**src/rtl/rf_write_arbiter.sv**
```systemverilog
// rf_write_arbiter: shares the register-file write port between the WB stage
// (priority, no backpressure) and a mul/div unit (valid/ready). Mul/div
// results wait in a small FIFO; a WB write to the same register squashes any
// older buffered result. A head entry that goes unserved for STARVE_LIMIT
// cycles causes a one-cycle pipe_stall during which the head is written.
// Optional: define RF_ARB_STATS_EN to count forced-stall events on stall_count.
module rf_write_arbiter #(
  parameter int unsigned FIFO_DEPTH   = 2,
  parameter int unsigned STARVE_LIMIT = 4,
  parameter int unsigned STAT_W       = 16
) (
  input  logic              clk,
  input  logic              reset,
  input  logic              wb_RegWrite,
  input  logic [4:0]        wb_Write_register,
  input  logic [31:0]       wb_Write_data,
  input  logic              md_valid,
  output logic              md_ready,
  input  logic [4:0]        md_Write_register,
  input  logic [31:0]       md_Write_data,
  output logic              RegWrite,
  output logic [4:0]        Write_register,
  output logic [31:0]       Write_data,
  output logic              pipe_stall,
  output logic [31:0]       pending_mask,
  output logic [STAT_W-1:0] stall_count
);

  localparam int unsigned PTR_W = (FIFO_DEPTH > 1) ? $clog2(FIFO_DEPTH) : 1;
  localparam int unsigned CNT_W = PTR_W + 1;
  localparam int unsigned STV_W = $clog2(STARVE_LIMIT + 1);

  typedef enum logic [1:0] {S_IDLE, S_WAIT, S_FORCE} state_e;

  state_e                 state_q, state_d;
  logic [STV_W-1:0]       starve_q, starve_d;
  logic [PTR_W-1:0]       head_q, head_d, tail_q, tail_d;
  logic [CNT_W-1:0]       count_q, count_d;
  logic [FIFO_DEPTH-1:0]  valid_q, valid_d, live_q, live_d;
  logic [4:0]             ent_reg_q  [FIFO_DEPTH];
  logic [31:0]            ent_data_q [FIFO_DEPTH];
  logic                   regwrite_q, regwrite_d;
  logic [4:0]             wreg_q, wreg_d;
  logic [31:0]            wdata_q, wdata_d;

  logic        full, empty, push, pop, wb_req, wb_grant, forcing;
  logic [4:0]  head_reg;
  logic        head_live;
  logic [31:0] mask;

  // Grant decision, FIFO bookkeeping and squash of older buffered results.
  always_comb begin
    full      = (count_q == CNT_W'(FIFO_DEPTH));
    empty     = (count_q == '0);
    md_ready  = reset && !full;
    push      = md_valid && md_ready;
    forcing   = (state_q == S_FORCE);
    wb_req    = wb_RegWrite && (wb_Write_register != 5'd0);
    wb_grant  = !forcing && wb_req;
    pop       = !empty && (forcing || !wb_req);
    head_reg  = ent_reg_q[head_q];
    head_live = live_q[head_q];

    regwrite_d = 1'b0;
    wreg_d     = wreg_q;
    wdata_d    = wdata_q;
    if (wb_grant) begin
      regwrite_d = 1'b1;
      wreg_d     = wb_Write_register;
      wdata_d    = wb_Write_data;
    end else if (pop && head_live && (head_reg != 5'd0)) begin
      regwrite_d = 1'b1;
      wreg_d     = head_reg;
      wdata_d    = ent_data_q[head_q];
    end

    valid_d = valid_q;
    live_d  = live_q;
    head_d  = head_q;
    tail_d  = tail_q;
    if (wb_grant) begin
      for (int unsigned i = 0; i < FIFO_DEPTH; i++) begin
        if (valid_q[PTR_W'(i)] && (ent_reg_q[PTR_W'(i)] == wb_Write_register))
          live_d[PTR_W'(i)] = 1'b0;
      end
    end
    if (pop) begin
      valid_d[head_q] = 1'b0;
      live_d[head_q]  = 1'b0;
      head_d          = head_q + PTR_W'(1);
    end
    // Applied after the squash so an entry pushed this cycle stays live.
    if (push) begin
      valid_d[tail_q] = 1'b1;
      live_d[tail_q]  = 1'b1;
      tail_d          = tail_q + PTR_W'(1);
    end
    count_d = count_q + CNT_W'(push) - CNT_W'(pop);
  end

  // Next-state logic for the starvation FSM.
  always_comb begin
    state_d  = state_q;
    starve_d = starve_q;
    case (state_q)
      S_IDLE: begin
        starve_d = '0;
        if (push) state_d = S_WAIT;
      end
      S_WAIT: begin
        if (pop) begin
          starve_d = '0;
          if (count_d == '0) state_d = S_IDLE;
        end else begin
          starve_d = starve_q + STV_W'(1);
          if (starve_d == STV_W'(STARVE_LIMIT)) state_d = S_FORCE;
        end
      end
      S_FORCE: begin
        starve_d = '0;
        state_d  = (count_d != '0) ? S_WAIT : S_IDLE;
      end
      default: begin
        starve_d = '0;
        state_d  = S_IDLE;
      end
    endcase
  end

  // Destinations still owed a write by a live buffered result.
  always_comb begin
    mask = '0;
    for (int unsigned i = 0; i < FIFO_DEPTH; i++) begin
      if (valid_q[PTR_W'(i)] && live_q[PTR_W'(i)])
        mask[ent_reg_q[PTR_W'(i)]] = 1'b1;
    end
    mask[0]      = 1'b0;
    pending_mask = reset ? mask : '0;
  end

  // Control state and registered register-file write port.
  always_ff @(posedge clk or negedge reset) begin
    if (!reset) begin
      state_q    <= S_IDLE;
      starve_q   <= '0;
      head_q     <= '0;
      tail_q     <= '0;
      count_q    <= '0;
      valid_q    <= '0;
      live_q     <= '0;
      regwrite_q <= 1'b0;
      wreg_q     <= '0;
      wdata_q    <= '0;
    end else begin
      state_q    <= state_d;
      starve_q   <= starve_d;
      head_q     <= head_d;
      tail_q     <= tail_d;
      count_q    <= count_d;
      valid_q    <= valid_d;
      live_q     <= live_d;
      regwrite_q <= regwrite_d;
      wreg_q     <= wreg_d;
      wdata_q    <= wdata_d;
    end
  end

  // FIFO payload storage; validity is tracked separately so no reset needed.
  always_ff @(posedge clk) begin
    if (push) begin
      ent_reg_q[tail_q]  <= md_Write_register;
      ent_data_q[tail_q] <= md_Write_data;
    end
  end

  assign RegWrite       = regwrite_q;
  assign Write_register = wreg_q;
  assign Write_data     = wdata_q;
  assign pipe_stall     = (state_q == S_FORCE);

`ifdef RF_ARB_STATS_EN
  logic [STAT_W-1:0] stat_q, stat_d;

  // Saturating count of entries into the forced-stall state.
  always_comb begin
    stat_d = stat_q;
    if ((state_q != S_FORCE) && (state_d == S_FORCE) && (stat_q != '1))
      stat_d = stat_q + STAT_W'(1);
  end

  // Stall statistic register.
  always_ff @(posedge clk or negedge reset) begin
    if (!reset) stat_q <= '0;
    else        stat_q <= stat_d;
  end

  assign stall_count = stat_q;
`else
  assign stall_count = '0;
`endif

endmodule

```
**config.mk**
```make
export PLATFORM = sky130hd
export DESIGN_NAME = rf_write_arbiter
export DESIGN_NICKNAME = d
export VERILOG_FILES = /design/src/rtl/rf_write_arbiter.sv
export SDC_FILE = /design/constraint.sdc
export NUM_CORES = 1
export LEC_CHECK = 0
export ABC_AREA = 1
export CORE_MARGIN = 5
export CORE_UTILIZATION = 40
export DETAILED_ROUTE_END_ITERATION = 8
export PLACE_DENSITY = 0.74
export SLEW_MARGIN = 20
export SYNTH_ARGS = -nofsm -noshare
export SYNTH_HDL_FRONTEND = slang
export SYNTH_SLANG_ARGS = --single-unit
```
**constraint.sdc**
```tcl
create_clock -name clk -period 4 [get_ports clk]
set_clock_uncertainty 0.1 [all_clocks]
set_input_delay 0.6 -clock clk [delete_from_list [all_inputs] [get_ports clk]]
set_output_delay 0.6 -clock clk [all_outputs]
set_load 0.02 [all_outputs]
```
# After elaboration in Yosys (flattened, before gate mapping)
# Memories as Yosys holds them, arrays and structs flattened.
# Index checks and enable logic that the tools add are counted.
[totals] mem_count=2 word_cells=104 reg_bits=51 inputBits=78 output_inout_bits=88 ramBits=74
[classes] n_addsub=5 magnitude_cmp=8 n_eq_ne=9 n_bitwise=6 muxes=36 n_reduce_logical=28
[mem_list] name="ent_data_q" depth=2 word_bits=32 rd=1 rd_clocked_by_memory_dff=0 wr=1 line="41" text="logic [31:0] ent_data_q [FIFO_DEPTH];"
[mem_list] name="ent_reg_q" depth=2 word_bits=5 rd=3 rd_clocked_by_memory_dff=0 wr=1 line="40" text="logic [4:0] ent_reg_q [FIFO_DEPTH];"
[ops] op="$mux W32" n=5
[ops] op="$or A32 B32 Y32" n=1
[ops] op="$mux W2" n=9
[ops] op="$logic_and A1 B1 Y1" n=15
[ops] op="$mux W1" n=13
[ops] op="$lt A5 B6 Y1 const B" n=2
[ops] op="$demux W1 S5" n=2
[ops] op="$eq A5 B5 Y1" n=2
[ops] op="$ge A5 B1 Y1 const B" n=2
[ops] op="$mux W5" n=2
[ops] op="$reduce_bool A5 Y1" n=2
[ops] op="$logic_not A2 Y1" n=3
[ops] op="$mux W3" n=2
[ops] op="$ne A3 B3 Y1 const B" n=2
[ops] op="$pmux W2 S3" n=1
[ops] op="$and A2 B2 Y2" n=2
[ops] op="$eq A2 B2 Y1 const B" n=2
[ops] op="$logic_not A1 Y1" n=4
[ops] op="$lt A1 B2 Y1 const B" n=2
[ops] op="$or A2 B2 Y2" n=2
[ops] op="$reduce_bool A2 Y1" n=2
[ops] op="$add A3 B1 Y3 const B" n=1
[ops] op="$eq A3 B3 Y1 const B" n=1
[ops] op="$reduce_and A3 Y1" n=1
[ops] op="9 further kinds" n=12

# Depth between registers and ports, before layout
# Gate-level depths: netlist (run 1).
[depth] word_depth=10 mapped_depth=16 ltp_nobuf=16

# Worst setup path after synthesis (run 1)
# Ideal clock, no wire load.
[synth_path] kind="in2reg" from="input md_valid" to="memory ent_data_q[1][0], enable pin" arrival_ns=2.399 path_stages=2 required_time_ns=3.467 path_buffers=0 setup_time_ns=0.433 setup_slack_ns=1.068 path_cell_list="nand3_1 -> nor2_1"
[synth_between] elab_chain_cells=3
[synth_lines] element="start, declared" line="17" text="input logic md_valid,"
[synth_lines] element="$logic_and A1 B1 Y1" line="56" text="push = md_valid && md_ready;"
[synth_lines] element="$mux W1" line="170" text="if (push) begin"
[synth_lines] element="$mux W1 (implied by the code)" line="172" text="ent_data_q[tail_q] <= md_Write_data;"
[synth_lines] element="end, declared" line="41"
# Every way passes these cells.

# Worst setup path after layout (run 1)
[layout_path] from="register live_q[0]" to="output pending_mask[12]"
[layout_between] elab_chain_cells=5
[layout_lines] element="start, declared" line="39" text="logic [FIFO_DEPTH-1:0] valid_q, valid_d, live_q, live_d;"
[layout_lines] element="start signal, assigned" line="161" text="live_q <= live_d;"
[layout_lines] element="$logic_and A1 B1 Y1 *" line="134" text="if (valid_q[PTR_W'(i)] && live_q[PTR_W'(i)])"
[layout_lines] element="$mux W32 *" line="134"
[layout_lines] element="$or A32 B32 Y32 (no source line)"
[layout_lines] element="$mux W32 *" line="134"
[layout_lines] element="$mux W32 *" line="138" text="pending_mask = reset ? mask : '0;"
[layout_lines] element="end, declared" line="25" text="output logic [31:0] pending_mask,"
# Every way passes the cells marked *; elsewhere a longest branch is shown, timed or not.

==> summary.txt, run 1 <==
Global route
  – Vias in the first global route: approximately 4900
  – GRT Total Usage: about 18%
  – Met1 Track Usage GR: about 22%
  – Overflow left after global routing: 0
  – Initial antenna violation count: 0
  – Grt met2 use: 29.6%
  – Routing usage on met3: 6.83%
  – Largest net degree at the start of global routing: 70
  – GRT busiest layer: met2
  – First-pass GRT wire length: roughly 26 mm

Synthesis
  – #FFs+latches synth: 125
  – Synth warn: 0
  – Post-synthesis mux area share: less than 1%
  – Post-synthesis xor/xnor area fraction: less than 1%
  – Area of the mapped netlist: 6190 um^2
  – Seq/Total Area, Yosys: 56.5%
  – Library cells used by synthesis: 36
  – Synth area leaders: edfxtp_1 (36%), dfrtp_1 (21%), nand2_1 (13%)
  – Avg Inst Size Synth: about 9.3 um^2
  – Syn Inst Count: approximately 670
  – Largest family of logic cells by synthesized area: simple AND/OR/NAND/NOR gates
  – Simple-gate share of the synthesized area: a little over a quarter
  – Post-Synth Adder-Cell Area: less than 1%
  – Synth area leader: edfxtp_1
  – Compound-Gate Fraction of Synth Area: ~8%
  – Share of the synthesized area in the top cell type: a little over a third

Pwr
  – Power per Cell Area: 647 nW/um^2
  – Total Power: about 5.3 mW
  – Leakage power: approximately 3.2 nW
  – Max VDD drop: approximately 0.00037 V

Clock network
  – Post-cts resize count: 0
  – Clk slew on worst S/H paths: 50 ps
  – CTS tree: done
  – CTS root buffer: clkbuf_16
  – Hold buffers post-CTS: 0
  – Max H-tree Level: 4
  – Post-CTS setup buffer count: 0
  – Max Root-Sink Buffers: 2
  – Clock Sinks: between 100 and 150
  – CTS buffer count: 17
  – Worst skew pair latency: 410 ps

Drt
  – Vias: just over 5000
  – Initial DRC count: 330
  – Total Wirelength: 16.1 mm
  – DRT antenna net count: 0
  – First-pass detailed-route iteration total: 5
  – Vias/cell: roughly 5
  – Post-route DRC violation count: 0
  – WL/cell: between 15 and 20 um

Timing
  – RSZ-0062 raised after global routing: false
  – Worst slew pin tran: around 960 ps
  – Worst relative slew slack: about 36%
  – Final period util: just over 80%
  – Setup TNS: 0 ps
  – Post-route minimum period: 3290 ps
  – Post-route setup slack: roughly 700 ps
  – Fin. max-slew vios: 0
  – Max Fclk: approximately 0.30 GHz
  – Setup violators final: 0
  – Final Hold Vio Count: 0
  – Final hold slack: about 250 ps

Floorplanning
  – Die ar.: 18100 um^2
  – Initial Util: 40.7%
  – Io pins: between 150 and 200
  – Die Ht: around 130 um
  – Die Wd: roughly 130 um
  – Core area: roughly 15000 um^2
  – Site Rows: 45

Placed design
  – Final HPWL DP: between 10 and 15 mm
  – RD Place Congestion: between 0.8 and 0.9
  – Pre-CTS setup slack: around 1000 ps
  – IO buf count: around 150

Finish
  – Most frequent cells in the layout: nand2_1 (217), clkdlybuf4s50_1 (147), edfxtp_1 (74)
  – Synthesis-to-layout area growth: 32.7%
  – Antenna diodes: 0
  – Commonest non-fill, non-tap cell in the layout: nand2_1
  – Share of cells above drive strength 1: between 10% and 20%
  – Fin nets: 890

Setup path
  – Data arrival, critical path: ~2600 ps
  – Crit path max fanout: 7
  – Crit. End Element: output port
  – Kind of critical path: flop to output port
  – Crit start category: flop
  – Req. time, crit path: approximately 3300 ps

Run
  – Max-Cap Viols: 0

Outcome
  – Result of the run: finished, final reports clean

Hold path
  – HP Class: input pin to asynchronous set/reset pin
flip-flops by register name (all words and copies together), names as in the netlist:
name	flops
ent_reg_q	10
ent_data_q	64
starve_q	3
Write_data	32
live_q	2
Write_register	5
count_q	2
tail_q	1
RegWrite	1
valid_q	2
state_q	2
head_q	1
per-stage QoR:
stage | instance area [um^2] | utilization (%) | std cells
2_1_floorplan | 6250 | - | 681
3_3_place_gp | 7690 | 50.6 | 978
3_5_place_dp | 7690 | 50.6 | 978
4_1_cts | 8220 | 54.1 | 1010
5_1_grt | 8220 | 54.1 | 1010
6_report | 8220 | 54.1 | 1010
cell type report:
cell class	instances	area (um^2)
Clock buffer	21	450
Clock inverter	11	72.6
Fill cell	1358	6980
Inverter	28	105
Multi-Input combinational cell	479	2300
Sequential cell	125	3500
Tap cell	188	235
Timing Repair Buffer	158	1550
worst max-delay path, cell delays in order (launching register included):
cell and delay (ps):
dfrtp_1 410, nand2_1 150, nor3_1 670, nand2_1 130, a21oi_1 180, clkdlybuf4s50_1 640
Yosys cell counts, drive strengths merged:
cell type,number
inv,28
conb,1
nor3b,1
o22ai,1
nand2,240
xnor2,4
dfrtp,51
a21oi,37
nor3,26
edfxtp,74
clkbuf,10
nor2,49
or2,1
a31o,1
ha,3
o21a,1
o21ai,12
mux2i,1
nand4,5
nand3,46
buf,39
a31oi,32
o211ai,2
logic make-up after synthesis:
kind of cell	Yosys count
AO/OA/AOI/OAI	86
XOR/XNOR	4
adder cells (fa/ha/maj)	3
buffers and inverters	77
flip-flops	125
multiplexers	1
other	1
AND/OR/NAND/NOR	368
per-layer routing:
layer  part of all wire, %  vias to the layer above
met5                     0                        -
met4                   1.2                        0
met3                   9.0                       18
met2                    48                      179
met1                    42                     2363
li1                      -                     2496
report_power, final:
group	total [mW]	switching [mW]	internal [mW]
combinational	1.98	1.21	0.773
sequential	2.00	0.265	1.73
clock	1.34	0.539	0.801
total	5.32	2.01	3.31
final timing paths:
path | slack, ps | start | endpoint | depth (start not counted)
min in group clk | 400 | starve_q[0] | starve_q[0] | 1
max in group asynchronous | 3040 | reset | head_q | 2
min | 250 | reset | Write_data[18] | 2
min reg2reg | 400 | starve_q[0] | starve_q[0] | 1
max | 710 | live_q[0] | pending_mask[12] | 5
max reg2reg | 1510 | head_q | Write_data[19] | 8
Power figures use the tool's default switching activity.
==> run 2, diff against run 1 <==
==> constraint.sdc (replaced) <==
create_clock -name clk -period 3.4 [get_ports clk]
set_clock_uncertainty 0.1 [all_clocks]
set_input_delay 0.51 -clock clk [delete_from_list [all_inputs] [get_ports clk]]
set_output_delay 0.51 -clock clk [all_outputs]
set_load 0.02 [all_outputs]
==> run 2 against run 1 <==
  * Cell count grew 0.30%
  * Sequential share of layout area is 0.44 points lower
  * Die area unchanged
  * Worst hold slack got worse by 67 ps
  * Via count down 0.38%
  * Utilization increased by 0.56 points
  * Register-to-register slack worse by 370 ps
  * Sequential power is 18% higher
==> summary.txt, run 2 (synthesis gave the netlist of run 1 again) <==
Timing
  – Max Fclk: between 0.3 and 0.4 GHz
  – Final period util: between 90% and 100%
  – Setup violators final: 0 (unchanged)
  – Setup TNS: 0 ps (unchanged)
  – Worst slew pin tran: 886 ps (-73.2 ps)
  – RSZ-0062 raised after global routing: false
  – Final Hold Vio Count: 0 (unchanged)
  – Post-route minimum period: 3060 ps
  – Worst relative slew slack: 40.9% (+4.9 points)
  – Final hold slack: 179 ps (-66.7 ps)
  – Fin. max-slew vios: 0 (unchanged)

Finish
  – Antenna diodes: 0 (unchanged)
  – Register area: 3500 um^2 (unchanged)
  – Share of cells above drive strength 1: 11.4% (+0.20 points)
  – Area of the multi-input gates: 2300 um^2 (unchanged)
  – Final Util: 54.6% (+0.56 points)
  – Fin nets: 893 (+0.34%)
  – FILL cells: 1367 (+0.66%)
  – Largest Register: ent_data_q
  – Synthesis-to-layout area growth: 34.1%
  – Most frequent cells in the layout: nand2_1 (217), clkdlybuf4s50_1 (147), edfxtp_1 (74)
  – Commonest non-fill, non-tap cell in the layout: nand2_1
  – Max FFs per register: 64 (unchanged)

Floorplanning
  – Core area: 15200 um^2 (unchanged)
  – Die ar.: 18100 um^2 (unchanged)
  – Site Rows: 45 (unchanged)
  – Initial Util: 40.7% (unchanged)
  – Die Wd: 134 um (unchanged)
  – Die Ht: 134 um (unchanged)
  – Io pins: 166 (unchanged)

Setup path
  – Worst r2r path cells: 16 (+8)
  – Data arrival, critical path: 2450 ps (-140 ps)
  – Kind of critical path: flop to output port
  – R2r endpoint: state_q[0]
  – FF-to-FF setup slack: 1140 ps (-370 ps)
  – Crit start category: flop
  – CP endpoint: pending_mask[7]
  – Worst r2r src: state_q[1]
  – Crit. End Element: output port
  – Worst Setup SP: ent_reg_q[1][1]
  – Crit path max fanout: 8 (+1)
  – Req. time, crit path: 2790 ps (-510 ps)

Global route
  – Largest net degree at the start of global routing: 68 (-2.9%)
  – Initial antenna violation count: 0 (unchanged)
  – Vias in the first global route: 4931 (-0.061%)
  – Overflow left after global routing: 0 (unchanged)
  – GRT Total Usage: 17.7% (-0.35 points)
  – First-pass GRT wire length: 24.9 mm (-2.8%)

Clock network
  – CTS root buffer: clkbuf_16
  – Clk slew on worst S/H paths: 50 ps (about the same)
  – Post-CTS setup buffer count: 0 (unchanged)
  – Max Root-Sink Buffers: 2 (unchanged)
  – CTS tree: done
  – Clock Sinks: 125 (unchanged)
  – Worst skew pair latency: 410 ps (about the same)
  – Post-cts resize count: 0 (unchanged)
  – Hold buffers post-CTS: 0 (unchanged)
  – CTS buffer count: 17 (unchanged)
  – Max H-tree Level: 4 (unchanged)

Pwr
  – Internal: 4.09 mW (+24%)
  – Comb power frac: 36.3% (-0.9 points)
  – Max VDD drop: 0.000438 V (+20%)
  – Net Switching: 2.33 mW (+16%)
  – Leakage power: 3.29 nW (+2.0%)
  – Power per Cell Area: 774 nW/um^2 (+20%)
  – Total Power: 6.43 mW (+21%)
  – Sequential share of power: 36.8% (-0.8 points)
  – Switching Fraction: 36.3% (-1.5 points)
  – Clk pwr share: 26.9% (+1.7 points)

Drt
  – Vias: 5037 (-0.38%)
  – WL/cell: 15.5 um (-2.6%)
  – Total Wirelength: 15.7 mm (-2.3%)
  – DRT antenna net count: 0 (unchanged)
  – First-pass detailed-route iteration total: 5 (unchanged)
  – Initial DRC count: 321 (-2.7%)
  – Post-route DRC violation count: 0 (unchanged)
  – Vias/cell: 4.97 (-0.67%)

Placed design
  – RD Place Congestion: 0.861 (-3.9%)
  – Final HPWL DP: 11.0 mm (-0.35%)
  – IO buf count: 148 (unchanged)

Hold path
  – HP Class: input pin to asynchronous set/reset pin

Run
  – Max-Cap Viols: 0 (unchanged)

Outcome
  – Result of the run: finished, final reports clean
## run 2: final cells by class
class / instances / share of cell area, %
clock buffers: 24 / 5.80
clock inverters: 8 / 1.10
inverters: 28 / 1.27
multi-input cells: 479 / 27.7
flip-flops and latches: 125 / 42.1
well taps: 188 / 2.83
repair buffers: 161 / 19.1
## run 2: per-stage QoR
step	cell area, um^2	std cells	worst slack, ps
detailed placement	7730	981	531
CTS	8300	1013	324
floorplan	6250	681	558
global placement	7730	981	640
finish	8300	1013	335
global route	8300	1013	126
## run 2: worst min-delay path by stage
stage | start | to | slack (ps) | depth (start not counted)
floorplan | reset | RegWrite | 110 | 0
global placement | starve_q[0] | starve_q[0] | 360 | 1
detailed placement | starve_q[0] | starve_q[0] | 370 | 1
CTS | reset | Write_data[15] | 200 | 2
global route | reset | count_q[1] | 250 | 2
finish | reset | Write_register[3] | 180 | 2
## run 2: worst max-delay path: stages, from the launching register on
cell	delay [ps]
edfxtp_1	440
inv_1	120
nor3_2	510
nand2_1	100
a21oi_1	220
clkdlybuf4s50_1	650
## run 2: power by group through the flow
stage          Clock (mW)  Combinational (mW)  Sequential, mW
6_report             1.73                2.33            2.36
5_1_grt              1.83                2.58            2.42
4_1_cts              1.77                2.37            2.37
3_5_place_dp            0                2.36            2.38
3_3_place_gp            0                2.31            2.38
2_1_floorplan           0                1.29            2.54
## run 2: routing by layer
| layer | part of all wire (%) | global-route usage, % | vias to the layer above |
|---|---|---|---|
| met5 | 0 | 0 | - |
| met4 | 1.9 | 7.64 | 0 |
| met3 | 7.8 | 6.15 | 26 |
| met2 | 47 | 28.2 | 183 |
| met1 | 43 | 21.8 | 2328 |
| li1 | - | - | 2500 |
==> run 3, diff against run 2 <==
--- a/config.mk
+++ b/config.mk
@@ -6,7 +6,7 @@
 export NUM_CORES = 1
 export LEC_CHECK = 0
 export ABC_AREA = 1
-export CORE_MARGIN = 5
+export CORE_MARGIN = 2
 export CORE_UTILIZATION = 40
 export DETAILED_ROUTE_END_ITERATION = 8
 export PLACE_DENSITY = 0.74
==> run 3 against run 2 <==
  * Sequential share of layout area down 0.56 points
  * Via count up 2.1%
  * Sequential cell count unchanged
  * Worst hold slack better by 7.9 ps
  * Utilization up 0.95 points
  * Routed wire length up 0.25%
  * Critical path depth unchanged
  * First-iteration DRC count up 2.8%
  * Register-to-register slack worse by 190 ps
  * Critical path type unchanged
  * Largest cell class unchanged
  * Largest power group unchanged
  * Highest routed layer unchanged
==> summary.txt, run 3 (synthesis gave the netlist of run 1 again) <==
Outcome
  – Result of the run: finished, final reports clean

Pwr
  – Net Switching: 2.38 mW (+2.1%)
  – Max VDD drop: 0.000529 V (+21%)
  – Sequential share of power: 34.9% (-1.9 points)
  – Comb power frac: 34.6% (-1.7 points)
  – Power per Cell Area: 806 nW/um^2 (+4.2%)
  – Switching Fraction: 35.1% (-1.2 points)
  – Leakage power: 3.34 nW (+1.4%)
  – Total Power: 6.78 mW (+5.6%)
  – Clk pwr share: 30.5% (+3.6 points)
  – Internal: 4.40 mW (+7.6%)

Finish
  – Area of the multi-input gates: 2300 um^2 (unchanged)
  – Synthesis-to-layout area growth: 35.9%
  – Commonest non-fill, non-tap cell in the layout: nand2_1
  – Most frequent cells in the layout: nand2_1 (217), clkdlybuf4s50_1 (147), edfxtp_1 (74)
  – Largest Register: ent_data_q
  – FILL cells: 1324 (-3.1%)
  – Fin nets: 892 (-0.11%)
  – Max FFs per register: 64 (unchanged)
  – Antenna diodes: 0 (unchanged)
  – Register area: 3500 um^2 (unchanged)
  – Share of cells above drive strength 1: 11.7% (+0.26 points)
  – Post-layout instance area: 8420 um^2 (+1.4%)

Clock network
  – CTS root buffer: clkbuf_16
  – Clk slew on worst S/H paths: 50 ps (about the same)
  – Worst skew pair latency: 420 ps (about the same)
  – Max Root-Sink Buffers: 2 (unchanged)
  – CTS buffer count: 17 (unchanged)
  – CTS tree: done
  – Clock Sinks: 125 (unchanged)
  – Max H-tree Level: 4 (unchanged)
  – Hold buffers post-CTS: 0 (unchanged)
  – Post-CTS setup buffer count: 0 (unchanged)
  – Post-cts resize count: 0 (unchanged)

Setup path
  – Crit. End Element: output port
  – Crit path max fanout: 7 (-1)
  – Crit start category: flop
  – Data arrival, critical path: 2430 ps (-20 ps)
  – Req. time, crit path: 2790 ps (about the same)
  – FF-to-FF setup slack: 950 ps (-190 ps)
  – Kind of critical path: flop to output port
  – Worst r2r path cells: 8 (-8)

Timing
  – Post-route minimum period: 3040 ps (-22.2 ps)
  – Worst relative slew slack: 38.6% (-2.3 points)
  – Max Fclk: 0.329 GHz (+0.73%)
  – Worst slew pin tran: 919 ps (+33.9 ps)
  – Setup violators final: 0 (unchanged)
  – RSZ-0062 raised after global routing: false
  – Setup TNS: 0 ps (unchanged)
  – Fin. max-slew vios: 0 (unchanged)
  – Final Hold Vio Count: 0 (unchanged)
  – Final period util: 89.5% (-0.65 points)

Placed design
  – Post-DP Area: 7730 um^2 (about the same)
  – IO buf count: 148 (unchanged)
  – RD Place Congestion: 0.859 (-0.22%)
  – Final HPWL DP: 10.6 mm (-4.2%)

Drt
  – WL/cell: 15.6 um (+0.35%)
  – First-pass detailed-route iteration total: 5 (unchanged)
  – Vias: 5145 (+2.1%)
  – Vias/cell: 5.08 (+2.2%)
  – Post-route DRC violation count: 0 (unchanged)
  – Initial DRC count: 330 (+2.8%)
  – Total Wirelength: 15.8 mm (+0.25%)
  – DRT antenna net count: 0 (unchanged)

Floorplanning
  – Die ar.: 16500 um^2 (-8.7%)
  – Die Wd: 128 um (-4.5%)
  – Io pins: 166 (unchanged)
  – Initial Util: 40.9% (+0.15 points)
  – Site Rows: 45 (unchanged)
  – Die Ht: 128 um (-4.5%)
  – Core area: 15100 um^2 (-0.37%)

Global route
  – Overflow left after global routing: 0 (unchanged)
  – First-pass GRT wire length: 25.0 mm (+0.19%)
  – GRT Total Usage: 19.7% (+2.0 points)
  – Largest net degree at the start of global routing: 57 (-16%)
  – Initial antenna violation count: 0 (unchanged)
  – Vias in the first global route: 5022 (+1.8%)

Run
  – Max-Cap Viols: 0 (unchanged)

Hold path
  – HP Class: input pin to asynchronous set/reset pin
-- run 3: changes by cell type in the layout (fill, tap and decap cells not counted) --
cell       previous run  this run
inv_6                 0         1
buf_4                12        10
buf_12                1         2
clkbuf_1              4         1
bufinv_16             2         6
clkinv_2              4         2
-- run 3: worst max-delay path, stage by stage (launching register included) --
cell and delay, ps:
edfxtp_1 530, inv_1 130, nor3_1 420, nand2_1 110, a21oi_1 180, clkdlybuf4s50_1 640
-- run 3: metrics by stage --
stage | worst slack [ps] | instances | utilization (%) | hold slack (ps)
after floorplan | 558 | 681 | - | 114
after global placement | 661 | 980 | 51.1 | 356
after detailed placement | 562 | 980 | 51.1 | 368
after CTS | 352 | 1012 | 55.6 | 215
after global routing | 169 | 1012 | 55.6 | 263
final | 358 | 1012 | 55.6 | 187
-- run 3: power groups by stage --
| stage | Combinational, mW | Clock [mW] | Sequential [mW] |
|---|---|---|---|
| after floorplan | 1.29 | 0 | 2.54 |
| after global placement | 2.33 | 0 | 2.38 |
| after detailed placement | 2.37 | 0 | 2.38 |
| after CTS | 2.38 | 2.09 | 2.37 |
| after global routing | 2.57 | 2.16 | 2.41 |
| final | 2.35 | 2.07 | 2.37 |
-- run 3: metal layers --
layer | track usage [%] | part of all wire (%) | vias up
met3 | 5.32 | 7.5 | 24
li1 | - | - | 2499
met2 | 32.8 | 48 | 200
met1 | 24.6 | 43 | 2422
met4 | 7.30 | 1.8 | 0
met5 | 0 | 0 | -
-- run 3: area by class of cell --
| cell class | count | share of cell area, % |
|---|---|---|
| Tap cell | 188 | 2.80 |
| Clock inverter | 11 | 2.50 |
| Timing Repair Buffer | 160 | 18.9 |
| Multi-Input combinational cell | 479 | 27.4 |
| Sequential cell | 125 | 41.6 |
| Clock buffer | 21 | 5.59 |
| Inverter | 28 | 1.25 |
-- run 3: path summary, 6_finish.rpt --
check / from / endpoint
min: reset / count_q[1]
min in group clk: starve_q[0] / starve_q[0]
min reg2reg: starve_q[0] / starve_q[0]
max: ent_reg_q[0][4] / pending_mask[31]
max reg2reg: head_q / Write_data[11]
max in group asynchronous: reset / head_q
